==> config.mk <==
export PLATFORM = sky130hd
export DESIGN_NAME = key_load_ctrl
export DESIGN_NICKNAME = d
export VERILOG_FILES = /design/src/rtl/key_load_ctrl.sv
export SDC_FILE = /design/constraint.sdc
export NUM_CORES = 1
export LEC_CHECK = 0
export BUFFER_PORTS_ARGS = -buffer_cell sky130_fd_sc_hd__buf_2
export CORE_MARGIN = 8
export CORE_UTILIZATION = 23
export DETAILED_ROUTE_END_ITERATION = 10
export GPL_ROUTABILITY_DRIVEN = 0
export HOLD_SLACK_MARGIN = 0.06
export SLEW_MARGIN = 20
export SYNTH_ARGS = -nofsm -noshare
export SYNTH_HDL_FRONTEND = slang
export SYNTH_SLANG_ARGS = --single-unit
==> constraint.sdc <==
create_clock -name clk -period 2.1 [get_ports clk]
set_clock_uncertainty 0.15 [all_clocks]
set_input_delay 0.42 -clock clk [delete_from_list [all_inputs] [get_ports clk]]
set_output_delay 0.42 -clock clk [all_outputs]
set_load 0.005 [all_outputs]
==> src/rtl/key_load_ctrl.sv <==
// rtl/key_load_ctrl.sv - nibble-serial key loader with atomic commit, load timeout and gated increments
module key_load_ctrl #(
  parameter int KEY_SIZE    = 4,
  parameter int NUM_NIBBLES = 4,
  parameter int TIMEOUT     = 8,
  localparam int KEY_WIDTH  = KEY_SIZE * NUM_NIBBLES
) (
  input  logic                 clk,
  input  logic                 rst_n,
  input  logic                 load_key,
  input  logic [KEY_SIZE-1:0]  key_data,
  input  logic                 do_incr_in,
  output logic [KEY_WIDTH-1:0] key_out,
  output logic                 key_valid,
  output logic                 incr_out,
  output logic                 busy,
  output logic                 abort_pulse
);

  localparam int CW = $clog2(NUM_NIBBLES + 1);
  localparam logic [CW-1:0] LAST_NIB = CW'(NUM_NIBBLES - 1);
  localparam logic [7:0]    TO8      = 8'(TIMEOUT);

  typedef enum logic [1:0] {IDLE, LOAD, VALID} state_t;

  state_t                 state;
  logic [KEY_WIDTH-1:0]   shreg;
  logic [CW-1:0]          nibble_cnt;
  logic [7:0]             gap_cnt;
  logic                   has_key;
  logic [KEY_WIDTH-1:0]   shifted;

  // MSB-first: the oldest nibble ends up in the top bits of the key
  assign shifted = KEY_WIDTH'({shreg, key_data});

  always_ff @(posedge clk) begin
    if (!rst_n) begin
      state       <= IDLE;
      shreg       <= '0;
      nibble_cnt  <= '0;
      gap_cnt     <= '0;
      has_key     <= 1'b0;
      key_out     <= '0;
      key_valid   <= 1'b0;
      incr_out    <= 1'b0;
      busy        <= 1'b0;
      abort_pulse <= 1'b0;
    end else begin
      abort_pulse <= 1'b0;
      incr_out    <= (state == VALID) && do_incr_in && !load_key;
      case (state)
        IDLE, VALID: begin
          if (load_key) begin
            gap_cnt <= '0;
            if (NUM_NIBBLES == 1) begin
              key_out    <= KEY_WIDTH'(key_data);
              key_valid  <= 1'b1;
              has_key    <= 1'b1;
              nibble_cnt <= '0;
              busy       <= 1'b0;
              state      <= VALID;
            end else begin
              shreg      <= KEY_WIDTH'(key_data);
              nibble_cnt <= CW'(1);
              key_valid  <= 1'b0;
              busy       <= 1'b1;
              state      <= LOAD;
            end
          end
        end
        LOAD: begin
          if (load_key) begin
            gap_cnt <= '0;
            if (nibble_cnt == LAST_NIB) begin
              key_out    <= shifted;
              key_valid  <= 1'b1;
              has_key    <= 1'b1;
              nibble_cnt <= '0;
              shreg      <= '0;
              busy       <= 1'b0;
              state      <= VALID;
            end else begin
              shreg      <= shifted;
              nibble_cnt <= nibble_cnt + CW'(1);
            end
          end else if (gap_cnt >= TO8 - 8'd1) begin
            // partial key is dropped; the committed key (if any) becomes live again
            shreg       <= '0;
            nibble_cnt  <= '0;
            gap_cnt     <= '0;
            abort_pulse <= 1'b1;
            busy        <= 1'b0;
            key_valid   <= has_key;
            state       <= has_key ? VALID : IDLE;
          end else begin
            gap_cnt <= gap_cnt + 8'd1;
          end
        end
        default: begin
          state <= IDLE;
          busy  <= 1'b0;
        end
      endcase
    end
  end

endmodule

## Yosys cells after proc, flatten, opt, wreduce, memory -nomap -nowiden

Index checks and enable logic that the tools add are counted.

| word-level totals | value |
|---|---|
| bits in latches | 0 |
| RAM bits | 0 |
| output and inout bits | 20 |
| word-level logic and storage cells | 64 |
| bits in read-only memories | 0 |
| input bits | 8 |
| memories kept | 0 |
| register bits after elaboration | 46 |

| cells by class | value |
|---|---|
| add/sub/neg operators | 2 |
| reductions and logical operators | 12 |
| bitwise gates (word level) | 2 |
| shift operators | 0 |
| eq/ne operators | 6 |
| magnitude comparators | 1 |
| multipliers | 0 |
| div/mod/pow operators | 0 |
| mux-type cells | 31 |

Operators with widths:

| operator | count |
|---|---|
| 2-to-1 mux 12 bit | 4 |
| 2-to-1 mux 8 bit | 3 |
| one-hot mux 12 bit (2 select lines) | 1 |
| one-hot mux 8 bit (2 select lines) | 1 |
| 2-to-1 mux 3 bit | 4 |
| 2-to-1 mux 2 bit | 5 |
| 2-to-1 mux 1 bit | 9 |
| AND reduction 3 bit | 3 |
| adder 8 x 1 -> 8 bit (second input constant) | 1 |
| greater-or-equal comparator 8 x 3 -> 1 bit (second input constant) | 1 |
| != test 3 bit (second input constant) | 2 |
| one-hot mux 3 bit (2 select lines) | 1 |
| one-hot mux 1 bit (2 select lines) | 2 |
| one-hot mux 2 bit (2 select lines) | 1 |
| AND reduction 4 bit | 1 |
| adder 3 x 1 -> 3 bit (second input constant) | 1 |
| == test 3 x 2 -> 1 bit (second input constant) | 1 |
| OR reduction 3 bit | 1 |
| == test 2 x 1 -> 1 bit (second input constant) | 1 |
| == test 2 bit (second input constant) | 1 |
| logical AND 1 bit | 2 |
| zero test 2 bit | 1 |
| != test 2 bit (second input constant) | 1 |
| NOT 1 bit | 2 |
| 4 further kinds | 4 |

## Depth between registers and ports, before layout

Gate-level depths: netlist of the first run.

| depth | value |
|---|---|
| depth in word-level cells | 4 |
| mapped depth | 7 |
| depth with buffers taken out | 5 |

## Worst setup path before layout of the first run

No wires, ideal clock.

| timing | value |
|---|---|
| path kind | reg-to-reg |
| start point | register gap_cnt[0] |
| end point | register gap_cnt[3] |
| data required time | 1884 ps |
| setup time | 66 ps |
| stages on the path, launching flop included | 7 |
| clock period less this slack | 1729 ps |
| path slack | 371 ps |
| path buffers | 1 |
| data arrival time | 1513 ps |
| path through | dfxtp_1 -> ha_1 -> a21oi_1 -> nand2_2 -> a221oi_4 -> buf_6 -> a21boi_2 |

| between the ends | value |
|---|---|
| word-level cells in the longest chain between the ends | 4 |
| elaborated cells on any way between the ends | 5 |
| classes of those cells | 1 x add/sub; 1 x order compare; 3 x mux |

RTL lines:

| element | RTL line | RTL |
|---|---|---|
| from (decl) | 29 | `logic [7:0] gap_cnt;` |
| from (signal assigned) | 96 | `gap_cnt <= gap_cnt + 8'd1;` |
| adder 8 x 1 -> 8 bit or greater-or-equal comparator 8 x 3 -> 1 bit (tied branches) | 96, 86 |  |
| 2-to-1 mux 8 bit * | 86 | `end else if (gap_cnt >= TO8 - 8'd1) begin` |
| 2-to-1 mux 8 bit * | 72 | `if (load_key) begin` |
| one-hot mux 8 bit (2 select lines) * | 51 | `case (state)` |

Every way passes the cells marked *; elsewhere a longest branch is shown, timed or not.
A chain may end at the register's enable or synchronous reset.

## Worst setup path in the final report of the first run

| timing | value |
|---|---|
| start point | register gap_cnt[0] |
| end point | register gap_cnt[1] |

The elaborated chain is that of the path after synthesis.

==> results of run 1 <==
==> critical path: stages, from the launching register on <==
cell and delay (ns):
dfxtp_1 0.34, ha_1 0.21, a21oi_1 0.24, nand2_2 0.12
a221oi_4 0.25, buf_4 0.24, a21boi_2 0.17
==> flip-flops by register name, indices dropped and copies added, names as in the netlist, 3 cells and up <==
register	flops
key_out	16
shreg	12
gap_cnt	8
nibble_cnt	3
==> cell type report <==
cell class / instances / area (um2)
Fill cell: 768 / 5090
Sequential cell: 45 / 900.9
Multi-Input combinational cell: 121 / 739.5
Timing Repair Buffer: 33 / 180.2
Tap cell: 99 / 123.9
Clock buffer: 5 / 68.82
Clock inverter: 3 / 68.82
Inverter: 1 / 3.754
==> cell families after synthesis <==
group | count (synthesis) | synth area share [%]
AND/OR/NAND/NOR | 69 | 20.16
AO/OA/AOI/OAI | 48 | 20.98
flip-flops | 45 | 53.37
buffers and inverters | 9 | 2.965
XOR/XNOR | 2 | 1.038
adder cells (fa/ha/maj) | 2 | 1.482
==> path summary, 6_finish.rpt <==
path                     end  slack (ns)  cells past startpoint
setup / recovery  gap_cnt[1]        0.32                      6
hold reg to reg   key_out[9]        0.31                      2
setup reg to reg  gap_cnt[1]        0.32                      6
hold / removal      shreg[3]        0.19                      2
==> metal layers <==
layer	vias up	track usage, %	share of wire, %
li1	672	-	-
met3	8	3.093	7.7
met2	26	11.57	42
met5	-	0	0
met1	594	8.970	48
met4	0	5.498	2.7
==> Yosys cell counts (all sizes together) <==
cell / instances / area [um2]
dfxtp: 45 / 900.9
nand2: 42 / 160.2
a21oi: 21 / 105.1
a22o: 14 / 122.6
buf: 6 / 38.79
and3: 5 / 31.28
nand2b: 4 / 25.02
and2: 3 / 18.77
nor2: 3 / 11.26
nor2b: 3 / 18.77
a21boi: 2 / 22.52
a22oi: 2 / 15.01
and2b: 2 / 15.01
clkbuf: 2 / 7.510
ha: 2 / 25.02
nand3: 2 / 10.01
nor3: 2 / 15.01
o21ai: 2 / 10.01
a211oi: 1 / 7.510
a221oi: 1 / 26.28
a311oi: 1 / 8.760
a31oi: 1 / 6.260
inv: 1 / 3.750
nor3b: 1 / 7.510
nor4: 1 / 21.27
o2111a: 1 / 11.26
o211a: 1 / 10.01
o32ai: 1 / 8.760
or3: 1 / 6.260
xnor2: 1 / 8.760
xor2: 1 / 8.760
==> layout by cell type, fill, tap and decap left out <==
master,instances
xnor2_1,1
xor2_1,1
or3_1,1
and2b_1,2
nand2_2,1
dfxtp_1,45
o21ai_0,2
nor4_4,1
nor3_1,1
a211oi_1,1
o32ai_1,1
a221oi_4,1
and2_1,2
o2111a_1,1
a31oi_1,1
a22o_1,14
nor3_2,1
and2_0,1
clkbuf_8,5
nor2_1,3
ha_1,2
a21oi_1,21
nand3_1,2
inv_6,1
a21boi_2,2
nand2_1,41
bufinv_16,2
o211a_1,1
buf_4,6
nor2b_1,2
nor2b_2,1
a22oi_1,2
buf_2,27
nor3b_1,1
nand2b_1,4
inv_1,1
a311oi_1,1
and3_1,5
==> repair_timing <==
item                       4_1_cts  5_1_grt
hold buffers                     0        0
gates resized for setup          0        1
setup endpoints to repair        0        5
==> through the flow <==
stage / instances / total power [mW] / utilization [%] / cell area [um2]
2_1_floorplan: 175 / 0.9427 / - / 1688
3_3_place_gp: 299 / 0.9710 / 27.11 / 1946
3_5_place_dp: 299 / 0.9717 / 27.11 / 1946
4_1_cts: 307 / 1.756 / 29.03 / 2083
5_1_grt: 307 / 1.798 / 29.07 / 2086
6_report: 307 / 1.738 / 29.07 / 2086
==> power by group through the flow <==
stage	logic [mW]	clock network [mW]	registers, mW
6_report	0.0767	0.787	0.875
5_1_grt	0.0863	0.835	0.877
3_3_place_gp	0.0760	0	0.895
3_5_place_dp	0.0768	0	0.895
2_1_floorplan	0.0501	0	0.893
4_1_cts	0.0770	0.804	0.875
==> summary.md, run 1 <==
| Metric | Value |
|---|---|
| Setup bufs post-CTS | `0` |
| Num ports | `28` |
| Synth Net Count | `about 190` |
| Switching Share | `20.99%` |
| Synth Warn # | `0` |
| Gate Count Post-Synth | `175` |
| Area grow syn2layout | `23.57%` |
| Fmax | `around 560 MHz` |
| Routed Antenna Nets | `0` |
| Internal power | `roughly 1.4 mW` |
| # setup viols final | `0` |
| Vias per Instance | `approximately 4.2` |
| RR Startpoint | `gap_cnt[0]` |
| Worst VDD drop | `0.0002707 V` |
| Fin. Hold Viols | `0` |
| Number of global-route vias before repair | `around 1,400` |
| Crit end category | `flip-flop` |
| GRT Total Usage | `a little under 8%` |
| Wire length per cell | `about 12 um` |
| # Max-Cap Violations | `0` |
| Final Max Tran Viols | `0` |
| Arrival time of the worst setup path | `roughly 1.9 ns` |
| Min-delay src | `key_data[3]` |
| Hold slack | `between 0.15 and 0.2 ns` |
| DRC errors left | `0` |
| Worst slew margin | `73.63%` |
| TNS Setup | `0 ns` |
| Sink Count | `between 40 and 50` |
| Clk buf depth | `2` |
| Power density cells | `about 830 nW/um2` |
| Global-route wire length before repair | `around 6.2 mm` |
| Final #Nets | `~220` |
| Leakage | `around 0.86 nW` |
| Total wire length | `3.719 mm` |
| P_sw | `between 300 and 400 uW` |
| Unique cell type count in the Yosys netlist | `36` |
| H-Tree Depth | `2` |
| Logic pwr share | `roughly 4.4%` |
| Share of layout cells above drive strength 1 | `a little under a quarter` |
| Grt ovf | `0` |
| Die Span X | `101.7 um` |
| Final period utilization | `a little over four fifths` |
| # rows | `31` |
| Clock share of power | `approximately 45%` |
| Worst Slack Setup Final | `0.3222 ns` |
| DPL Wire Length | `~2.6 mm` |
| Slew @ Worst Pin | `approximately 0.40 ns` |
| Cell area after synthesis | `around 1700 um2` |
| Vias | `between 1,000 and 1,500` |
| Critical setup path kind | `reg -> reg` |
| TritonCTS clock tree | `done` |
| Antenna fix cells | `0` |
| RSZ-0062 raised after global routing | `false` |
| Core area | `7176 um2` |
| Largest net degree at the start of global routing | `22` |
| Crit Path Max Fanout | `15` |
| Starting Density | `between 20% and 30%` |
| Reg power frac | `between 50% and 60%` |
| Critical path startpoint category | `flip-flop` |
| Port Buffers | `27` |
| Pre-CTS WS | `a little under 0.2 ns` |
| Sequential cell area fraction in the yosys report | `~53%` |
| Crit path launch | `gap_cnt[0]` |
| Antenna violations before repair | `0` |
| Die Y | `~100 um` |
| Avg Inst Size Synth | `9.645 um2` |
| Inserted Clock Buffers | `5` |
| Yosys reg bits | `45` |
| Die area | `approximately 10,000 um2` |
| Clock Root Buffer | `clkbuf_8` |
| Worst Hold Class | `in -> reg` |
| Post-layout min period | `1.778 ns` |
| Skew-Pair Late Insertion Delay | `between 0.3 and 0.4 ns` |
| Worst path required time | `approximately 2.2 ns` |
| Status | `finished, final reports clean` |
| 1st-pass router iterations | `4` |
| Clk slew on worst S/H paths | `~0.09 ns` |
| Iteration-0 DRC Markers | `75` |
Note: power is estimated with default switching activity, not from simulation.
==> inputs of run 2 (changes only) <==
==> constraint.sdc (replaced) <==
create_clock -name clk -period 1.7 [get_ports clk]
set_clock_uncertainty 0.15 [all_clocks]
set_input_delay 0.34 -clock clk [delete_from_list [all_inputs] [get_ports clk]]
set_output_delay 0.34 -clock clk [all_outputs]
set_load 0.005 [all_outputs]
==> summary.md, run 2 (synthesized netlist as in run 1, its figures left out) <==
| Metric | Value |
|---|---|
| Skew-Pair Late Insertion Delay | `about 0.3 ns` |
| Placement-stage cell area | `1994 um2` |
| TritonCTS clock tree | `done` |
| Largest registers | `key_out x16, shreg x12, gap_cnt x8` |
| CP max-delay cell | `dfxtp_1` |
| RSZ-0062 raised after global routing | `true` |
| Slew @ Worst Pin | `between 0.4 and 0.5 ns` |
| Worst path bufs/invs | `1` |
| Final period utilization | `between 90% and 100%` |
| Fmax | `about 600 MHz` |
| Crit path cell chain | `ha_2 > a21oi_2 > nand2_2 > a221oi_4 > buf_6 > a21boi_2` |
| Die Y | `about 100 um` |
| Leakage | `0.8621 nW` |
| Cts hold-fix bufs | `0` |
| H-Tree Depth | `2` |
| Max incr delay on CP | `0.34 ns` |
| Fin cells | `roughly 310` |
| Worst slew margin | `between 70 and 80%` |
| Worst VDD drop | `0.0002373 V` |
| Switching Share | `a little under a quarter` |
| Final #Nets | `between 200 and 250` |
| Worst Hold Class | `in -> reg` |
| Number of global-route vias before repair | `~1,300` |
| Final Core Density | `between 20% and 30%` |
| Antenna violations before repair | `0` |
| Global-route wire length before repair | `roughly 6.5 mm` |
| Share of layout cells above drive strength 1 | `around 30%` |
| Clk slew on worst S/H paths | `approximately 0.09 ns` |
| DPL Wire Length | `approximately 2.8 mm` |
| Largest register FFs | `16` |
| Critical path startpoint category | `flip-flop` |
| Die Span X | `approximately 100 um` |
| Starting Density | `23.52%` |
| Internal power | `around 1.4 mW` |
| Pre-CTS WS | `-0.02917 ns` |
| Total wire length | `approximately 3.9 mm` |
| Iteration-0 DRC Markers | `46` |
| 1st-pass router iterations | `4` |
| Fin. Hold Viols | `0` |
| Logic pwr share | `under 10%` |
| Core area | `7176 um2` |
| Reg power frac | `58.7%` |
| Status | `finished, final reports clean` |
| Port Buffers | `27` |
| Finished Cell Area | `around 2100 um2` |
| Num ports | `28` |
| Largest net degree at the start of global routing | `22` |
| Vias | `approximately 1,300` |
| DRC errors left | `0` |
| Post-layout min period | `between 1.5 and 2 ns` |
| GRT Total Usage | `under 10%` |
| Flop2flop setup slack | `around 0.032 ns` |
| Met3 Use GR | `around 3.0%` |
| Power Total | `~1.8 mW` |
| GR Util met2 | `approximately 12%` |
| Clock Root Buffer | `clkbuf_8` |
| Crit end category | `flip-flop` |
| GRT Max-Usage Layer | `met2` |
| Most frequent cells in the layout | `42 x dfxtp_1, 41 x nand2_1, 27 x buf_2, 20 x a21oi_1, 14 x a22o_1` |
| Critical setup path kind | `reg -> reg` |
| Worst Slack Setup Final | `between 0.03 and 0.04 ns` |
| Grt ovf | `0` |
| # Max-Cap Violations | `0` |
| # rows | `31` |
| Met1 Use GR | `under 10%` |
| Wire length per cell | `12.31 um` |
| Vias per Instance | `between 4 and 5` |
| Most common cell after layout, fill and taps aside | `dfxtp_1` |
| Routed Antenna Nets | `0` |
| Area grow syn2layout | `26.46%` |
| Die area | `approximately 10,000 um2` |
| Final Max Tran Viols | `0` |
| Power density cells | `roughly 860 nW/um2` |
| P_sw | `roughly 440 uW` |
| Worst path top cell family by delay | `compound AO/OA/AOI/OAI gates` |
| Sink Count | `45` |
| Clock share of power | `a little over a third` |
| Reg with most FFs | `key_out` |
| DP Cell Count | `305` |
| Worst path required time | `1.79 ns` |
| Inserted Clock Buffers | `5` |
| # setup viols final | `0` |
| Crit Path Max Fanout | `9` |
| Antenna fix cells | `0` |
| Clk buf depth | `2` |
| Arrival time of the worst setup path | `~1.8 ns` |
run 2: changes by cell type in the layout (fill, tap and decap cells not counted), sizes merged:
| cell | change |
|---|---|
| clkbuf | +1 |
| bufinv | -2 |
| buf | +7 |
| inv | -1 |
| clkinvlp | +2 |
run 2: worst paths after layout:
path               start          end  depth (start not counted)
max           gap_cnt[1]   gap_cnt[3]                          6
max reg2reg   gap_cnt[1]   gap_cnt[3]                          6
min reg2reg  key_out[14]  key_out[14]                          2
min          key_data[2]     shreg[2]                          2
run 2: timing repair:
item,CTS,global route
setup endpoints to repair,19,39
gates resized for setup,5,9
pin swaps,1,0
buffers inserted,0,1
run 2: stage by stage:
step / setup TNS (ns) / hold WS (ns)
4_1_cts: 0 / 0.1105
5_1_grt: -0.2231 / 0.1219
3_3_place_gp: -0.01332 / 0.2922
3_5_place_dp: -0.08818 / 0.2972
2_1_floorplan: 0 / 0.2821
6_report: 0 / 0.1164
run 2: final cells by class:
class | instances | area [um2]
fillers | 762 | 5041
flip-flops and latches | 45 | 904.6
multi-input cells | 121 | 774.5
repair buffers | 40 | 240.2
well taps | 99 | 123.9
clock buffers | 6 | 72.57
clock inverters | 2 | 15.01
inverters | 1 | 3.754
run 2: power groups by stage:
stage / sequential [mW] / clock [mW] / combinational, mW
floorplan: 1.10 / 0 / 0.0621
global placement: 1.10 / 0 / 0.103
detailed placement: 1.10 / 0 / 0.103
CTS: 1.08 / 0.679 / 0.107
global route: 1.08 / 0.714 / 0.122
finish: 1.08 / 0.652 / 0.109
run 2: layer usage:
metal,part of all wire [%],vias to the layer above
met3,7.5,7
met5,0,-
met1,48,620
met2,43,27
met4,2.2,0
li1,-,691
